File: config.mk
export PLATFORM = sky130hd
export DESIGN_NAME = carga_serie_operandos
export DESIGN_NICKNAME = d
export VERILOG_FILES = /design/src/rtl/carga_serie_operandos_pkg.sv /design/src/rtl/carga_serie_operandos_registro.sv /design/src/rtl/carga_serie_operandos.sv
export SDC_FILE = /design/constraint.sdc
export NUM_CORES = 1
export LEC_CHECK = 0
export BUFFER_PORTS_ARGS = -buffer_cell sky130_fd_sc_hd__buf_4
export CAP_MARGIN = 20
export CELL_PAD_IN_SITES_DETAIL_PLACEMENT = 2
export CELL_PAD_IN_SITES_GLOBAL_PLACEMENT = 2
export CORE_UTILIZATION = 35
export DETAILED_ROUTE_END_ITERATION = 16
export PLACE_DENSITY_LB_ADDON = 0.1
export SLEW_MARGIN = 20
export SYNTH_ARGS = -nofsm -noshare
export SYNTH_HDL_FRONTEND = slang
export SYNTH_SLANG_ARGS = --single-unit
File: constraint.sdc
create_clock -name clk -period 2.1 [get_ports clk]
set_clock_uncertainty 0.1 [all_clocks]
set_input_delay 0.105 -clock clk [delete_from_list [all_inputs] [get_ports clk]]
set_output_delay 0.105 -clock clk [all_outputs]
set_load 0.03 [all_outputs]
File: src/rtl/carga_serie_operandos_pkg.sv
// Shared definitions for the serial operand loader: FSM encodings and sizing helpers.
package carga_serie_operandos_pkg;

  typedef enum logic [1:0] {
    ST_LOAD_A  = 2'd0,
    ST_LOAD_B  = 2'd1,
    ST_PRESENT = 2'd2
  } estado_t;

  localparam int WIDTH_DEF = 4;

  // Bit counter width; kept at least 1 so a 1-bit operand still has a legal counter.
  function automatic int cnt_w(input int w);
    return (w > 1) ? $clog2(w) : 1;
  endfunction

endpackage

File: src/rtl/carga_serie_operandos_registro.sv
// Serial-in, parallel-out shift register with load enable; bit order set by MSB_FIRST.
module registro_serie #(
  parameter int WIDTH     = 4,
  parameter bit MSB_FIRST = 1'b0
) (
  input  logic             clk,
  input  logic             rst,
  input  logic             en,
  input  logic             din,
  output logic [WIDTH-1:0] q
);

  generate
    if (WIDTH == 1) begin : g_one
      always_ff @(posedge clk or posedge rst)
        if (rst)     q <= '0;
        else if (en) q <= din;
    end else if (MSB_FIRST) begin : g_msb
      always_ff @(posedge clk or posedge rst)
        if (rst)     q <= '0;
        else if (en) q <= {q[WIDTH-2:0], din};
    end else begin : g_lsb
      always_ff @(posedge clk or posedge rst)
        if (rst)     q <= '0;
        else if (en) q <= {din, q[WIDTH-1:1]};
    end
  endgenerate

endmodule

File: src/rtl/carga_serie_operandos.sv
// Assembles two serial operands for the ripple adder, presents them, and registers the adder's sum.
module carga_serie_operandos
  import carga_serie_operandos_pkg::*;
#(
  parameter int WIDTH     = WIDTH_DEF,
  parameter bit MSB_FIRST = 1'b0
) (
  input  logic             clk,
  input  logic             rst,
  input  logic             ser_in,
  input  logic             ser_valid,
  output logic             ser_ready,
  output logic [WIDTH-1:0] a,
  output logic [WIDTH-1:0] b,
  output logic             op_valid,
  input  logic             op_ack,
  input  logic [WIDTH:0]   sum_in,
  output logic [WIDTH:0]   result,
  output logic             result_valid
);

  localparam int             CW       = cnt_w(WIDTH);
  localparam logic [CW-1:0]  CNT_LAST = CW'(WIDTH - 1);

  estado_t       st, st_nxt;
  logic [CW-1:0] cnt, cnt_nxt;
  logic          xfer, ld_a, ld_b, take;

  assign xfer = ser_valid & ser_ready;
  assign ld_a = xfer & (st == ST_LOAD_A);
  assign ld_b = xfer & (st == ST_LOAD_B);
  assign take = op_valid & op_ack;

  always_comb begin
    st_nxt  = st;
    cnt_nxt = cnt;
    case (st)
      ST_LOAD_A, ST_LOAD_B:
        if (xfer) begin
          if (cnt == CNT_LAST) begin
            cnt_nxt = '0;
            st_nxt  = (st == ST_LOAD_A) ? ST_LOAD_B : ST_PRESENT;
          end else begin
            cnt_nxt = cnt + CW'(1);
          end
        end
      ST_PRESENT:
        if (take) st_nxt = ST_LOAD_A;
      default: st_nxt = ST_LOAD_A;
    endcase
  end

  // Handshake flags are registered from the next state so they read 0 throughout reset.
  always_ff @(posedge clk or posedge rst) begin
    if (rst) begin
      st           <= ST_LOAD_A;
      cnt          <= '0;
      ser_ready    <= 1'b0;
      op_valid     <= 1'b0;
      result       <= '0;
      result_valid <= 1'b0;
    end else begin
      st           <= st_nxt;
      cnt          <= cnt_nxt;
      ser_ready    <= (st_nxt != ST_PRESENT);
      op_valid     <= (st_nxt == ST_PRESENT);
      result_valid <= take;
      if (take) result <= sum_in;
    end
  end

  registro_serie #(.WIDTH(WIDTH), .MSB_FIRST(MSB_FIRST)) u_reg_a (
    .clk(clk), .rst(rst), .en(ld_a), .din(ser_in), .q(a)
  );

  registro_serie #(.WIDTH(WIDTH), .MSB_FIRST(MSB_FIRST)) u_reg_b (
    .clk(clk), .rst(rst), .en(ld_b), .din(ser_in), .q(b)
  );

endmodule

==> flow_summary_export.csv, run 1 <==
group,metric,value,unit
clocking,postCtsHoldBufs,7,
grt,grt_overflow_total,0,
setup_path,crit_type,"reg -> reg",
synthesis,synth_area,825.8,µm²
setup_path,path_max_fanout,9,
clocking,cts_resized,0,
clocking,cts_tree,"yes",
finish,postLayoutCellArea,1122,µm²
power,p_total,0.001907,W
floorplan,dieWidth,50.58,µm
timing,fin_crit,1.440,ns
synthesis,yosysWarningCount,0,
clocking,clkSlewWorstSetupHoldPaths,0.11,ns
timing,hold_violations,0,
placement,dp_hpwl,1247,µm
route,vias_per_cell,4.904,
setup_path,crit_path_end_kind,"flop",
grt,grt_first_pass_wirelength,3063,µm
floorplan,fp-row-count,17,
synthesis,synth-adder-area-share,1.515,%
floorplan,initial_core_util,37.33,%
timing,finalSetupViolCount,0,
setup_path,required,2.18,ns
grt,antenna_found_initial,0,
route,initialDrtViolationCount,6,
route,vias,564,
timing,finalCritPeriodShare,68.56,%
floorplan,ios,26,
timing,relSlewSlack,48.66,%
placement,place_congestion,0.6815,
clocking,cts_root_buf,"clkbuf_4",
floorplan,die_y,50.58,µm
floorplan,core,2212,µm²
setup_path,crit_path_start_kind,"flop",
power,p_leak,0.5378,nW
finish,syn_to_final_growth,35.91,%
clocking,post-cts-setup-buffers,0,
power,ir_drop,705.5,µV
finish,drive_above_1_share,51.72,%
clocking,worstSkewPairLatency,0.29,ns
route,dr.pass1.iters,4,
synthesis,synth.avg_cell_area,15.29,µm²
synthesis,yosys.area_share.xor_xnor,0,%
synthesis,syn_nets,65,
job,maxCapViolations,0,
synthesis,synth_compound_area_share,3.485,%
status,status,"finished, final reports clean",
synthesis,synth_cell_types,17,
placement,post-place-cells,105,
synthesis,yosysSeqAreaShare,60.61,%
timing,hold_slack,0.1112,ns
grt,grt_pass1_vias,646,
synthesis,synth_top_family_by_area,"multiplexers",
timing,timing.fmax,694.6,MHz
finish,num_antenna_cells,0,
clocking,cts.sinks,20,
route,ant_nets,0,
min_path,hp-class,"in -> reg",
synthesis,muxShareOfSynthArea,22.73,%
grt,global_route.usage.total,16.18,%
synthesis,synth-simple-area-share,8.030,%
synthesis,synthCells,54,
timing,slew_violations,0,
synthesis,ys_ff_latch,20,
floorplan,dieArea,2558,µm²
clocking,clk_path_buf_depth,2,
placement,placed_area,1030,µm²
route,post-route-drc-count,0,
setup_path,cp.arrival,1.52,ns
grt,grt_max_degree,21,
placement,port_buffers,25,
route,wl_per_cell,15.17,µm
finish,nNetsFinal,100,
clocking,h-tree-depth,1,
timing,tns,0,ns
finish,instances_no_fill,115,
route,wl,1745,µm
timing,rsz0062_at_grt,"false",
timing,max_slew.worst_pin.slew,0.7692,ns
clocking,numCtsBuffers,3,
power,p_per_area,1700,nW/µm²
worst max-delay path, cell delays in order (launching register included):
cell	delay [ns]
dfrtp_1	0.48
and4b_1	0.43
mux2_4	0.33
layout by cell type, fill, tap and decap left out:
cell type	Yosys	final
and2b_1	1	1
nand3_1	1	1
inv_1	3	3
ha_1	1	1
dfrtp_1	20	20
nand4b_1	1	1
nand2_1	1	1
a32o_1	2	2
and4b_1	1	1
mux2_2	14	14
mux2_4	2	2
dlygate4sd3_1	0	7
nor2_1	2	2
and4bb_4	1	1
clkbuf_4	0	3
nand3b_1	1	1
buf_4	1	25
a32oi_1	1	1
cell families after synthesis:
family / Yosys count
compound gates: 3
fa+ha+maj: 1
buf+inv: 5
flops: 20
mux: 16
simple gates: 9
registers in the layout (all words and copies together), names as in the netlist:
register and flops:
u_reg_b.q 4, cnt 2, ser_ready 1, st 2, u_reg_a.q 4, result 5
op_valid 1, result_valid 1
where the power goes:
part	total, W	internal, W	switching [W]
Clock	0.000176	0.0000666	0.000110
Sequential	0.000723	0.000575	0.000148
Combinational	0.00101	0.000479	0.000529
layout make-up:
type                       count  area [µm²]
fill                         225        1090
sequential                    20       500.5
multi-input combinational     29       295.3
timing repair buffer          32       257.7
tap                           28       35.03
clock buffer                   3       22.52
inverter                       3       11.26
cells in the mapped netlist, drive strengths merged:
cell type  number  share of area, %
a32oi           1               1.1
and4b           1               1.2
inv             3               1.4
nand3           1              0.61
nand3b          1              0.91
nand4b          1               1.1
a32o            2               2.4
dfrtp          20                61
and4bb          1               2.0
nor2            2              0.91
ha              1               1.5
buf             2               2.3
mux2           16                23
and2b           1              0.91
nand2           1              0.45
per-stage QoR:
step                      util [%]  setup slack, ns
after global routing         50.74           0.6293
after CTS                    50.74           0.6664
after global placement       46.55           0.7480
after floorplan                  -           0.6831
after detailed placement     46.55           0.6874
final                        50.74           0.6602
routing by layer:
layer	share of wire [%]	vias up	track usage, %
li1	-	259	-
met1	42	292	18.63
met2	53	11	29.33
met3	3.6	2	5.152
met4	0.86	0	2.778
met5	0	-	0
path summary, 6_finish.rpt:
check	from	endpoint	slack, ns	cells after the start
setup / recovery	st[1]	u_reg_b.q[1]	0.66	2
setup reg to reg	st[1]	u_reg_b.q[1]	0.66	2
min in group asynchronous	rst	u_reg_a.q[0]	0.40	3
max in group asynchronous	rst	u_reg_b.q[3]	1.02	3
hold reg to reg	result[1]	result[1]	0.42	1
hold / removal	ser_valid	st[0]	0.11	3
Note: power is estimated with default switching activity, not from simulation.
==> run 2, diff against run 1 <==
- CORE_UTILIZATION: 35 -> 29
- clock period: 2.1 -> 1.2 ns (I/O delays scaled with it)
==> run 2 against run 1 <==
Net effect:
- the run now ends with setup timing left
- via count up 4.8%
- combinational power up 100%
- sequential power up 72%
- largest cell class unchanged
- highest routed layer unchanged
==> flow_summary_export.csv, run 2 (synthesis results as in run 1) <==
group,metric,value,unit
status,status,"finished with violations",
status,violations,"setup timing",
finish,fillers,261,
timing,finalCritPeriodShare,111.0,%
floorplan,dieWidth,55.36,µm
floorplan,die_y,55.36,µm
floorplan,core,2590,µm²
grt,grt_max_degree,21,
timing,hold_slack,0.03254,ns
grt,grt_first_pass_wirelength,3243,µm
job,maxCapViolations,0,
setup_path,crit_type,"reg -> reg",
timing,fin_crit,1.332,ns
clocking,clkSlewWorstSetupHoldPaths,0.12,ns
setup_path,required,1.29,ns
floorplan,dieArea,3065,µm²
power,p_per_area,2981,nW/µm²
clocking,cts.sinks,20,
power,ir_drop,1320,µV
finish,instances_no_fill,126,
finish,syn_to_final_growth,50.76,%
placement,pre_cts_ws,-0.1338,ns
grt,grt_overflow_total,0,
floorplan,initial_core_util,31.88,%
placement,post-place-cells,114,
timing,timing.fmax,750.7,MHz
clocking,cts_root_buf,"clkbuf_4",
placement,place_congestion,0.7202,
finish,reg_top3,"result x5, u_reg_a.q x4, u_reg_b.q x4",
route,wl,1910,µm
finish,final_util,48.07,%
setup_path,cp.arrival,1.42,ns
route,post-route-drc-count,0,
floorplan,ios,26,
finish,nNetsFinal,108,
route,vias,591,
timing,max_slew.worst_pin.slew,0.2650,ns
finish,top_register,"result",
min_path,hp-class,"in -> reg",
finish,largest_reg_flops,5,
finish,drive_above_1_share,60.42,%
floorplan,fp-row-count,18,
setup_path,path_max_fanout,4,
finish,num_antenna_cells,0,
placement,dp_hpwl,1306,µm
clocking,worstSkewPairLatency,0.31,ns
setup_path,crit_path_start_kind,"flop",
finish,layout_commonest_cell,"buf_4",
grt,antenna_found_initial,0,
clocking,clk_path_buf_depth,2,
setup_path,crit_path_end_kind,"flop",
timing,hold_violations,0,
grt,global_route.usage.total,13.96,%
timing,worst_slack,-0.1321,ns
timing,finalSetupViolCount,11,
clocking,h-tree-depth,1,
power,p_leak,0.6129,nW
placement,port_buffers,25,
finish,mostFrequentLayoutCells,"30 x buf_4, 19 x dfrtp_1, 9 x mux2_2",
timing,relSlewSlack,82.34,%
route,dr.pass1.iters,2,
route,vias_per_cell,4.690,
clocking,numCtsBuffers,3,
timing,rsz0062_at_grt,"true",
route,wl_per_cell,15.16,µm
grt,grt_pass1_vias,666,
timing,slew_violations,0,
route,initialDrtViolationCount,5,
route,ant_nets,0,
clocking,cts_tree,"yes",
==> run 2: per-layer routing <==
layer	up-vias	part of all wire (%)	routed length [µm]	track usage, %
li1	277	-	-	-
met1	299	42	805	15.09
met2	13	53	1020	25.13
met3	2	3.2	61	4.450
met4	0	1.2	22	5.357
met5	-	0	0	0
==> run 2: stage by stage <==
step	power, W	TNS [ns]	cell area, µm²
floorplan	0.002489	-0.9041	840.8
global placement	0.003128	-0.7210	1096
detailed placement	0.003196	-0.9472	1096
CTS	0.003763	-0.9725	1245
global route	0.003924	-1.231	1245
finish	0.003711	-0.8559	1245
==> run 2: path summary, 6_finish.rpt <==
kind / start / slack (ns) / cells after the start / endpoint
max: st[1] / -0.13 / 2 / u_reg_a.q[1]
min: ser_valid / 0.03 / 3 / st[0]
max reg2reg: st[1] / -0.13 / 2 / u_reg_a.q[1]
min reg2reg: result[0] / 0.41 / 1 / result[0]
max in group asynchronous: rst / 0.53 / 4 / ser_ready
min in group asynchronous: rst / 0.25 / 4 / u_reg_a.q[2]
==> run 2: cell type report <==
| cell class | count | area [µm²] | area share [%] |
|---|---|---|---|
| sequential | 20 | 501.7 | 40.30 |
| multi-input combinational | 29 | 330.3 | 26.53 |
| timing repair buffer | 40 | 327.8 | 26.33 |
| tap | 30 | 37.54 | 3.015 |
| clock buffer | 4 | 36.28 | 2.915 |
| inverter | 3 | 11.26 | 0.9045 |
==> run 2: critical path, cell delays in order (launching register included) <==
cell and delay [ns]:
dfrtp_1 0.42, and4bb_4 0.40, mux2_4 0.31
==> run 2: power by group <==
group / switching [W] / internal, W / total [W]
clock: 0.000212 / 0.000185 / 0.000397
combinational: 0.00102 / 0.00105 / 0.00207
sequential: 0.000231 / 0.00101 / 0.00124
==> run 2: repair_timing <==
action,CTS,global route
endpoints found under the setup margin,12,12
pin swaps,5,1
setup buffers,1,0
hold endpoints to repair,28,0
gates resized for setup,9,0
hold buffers,8,0
gates cloned,0,0
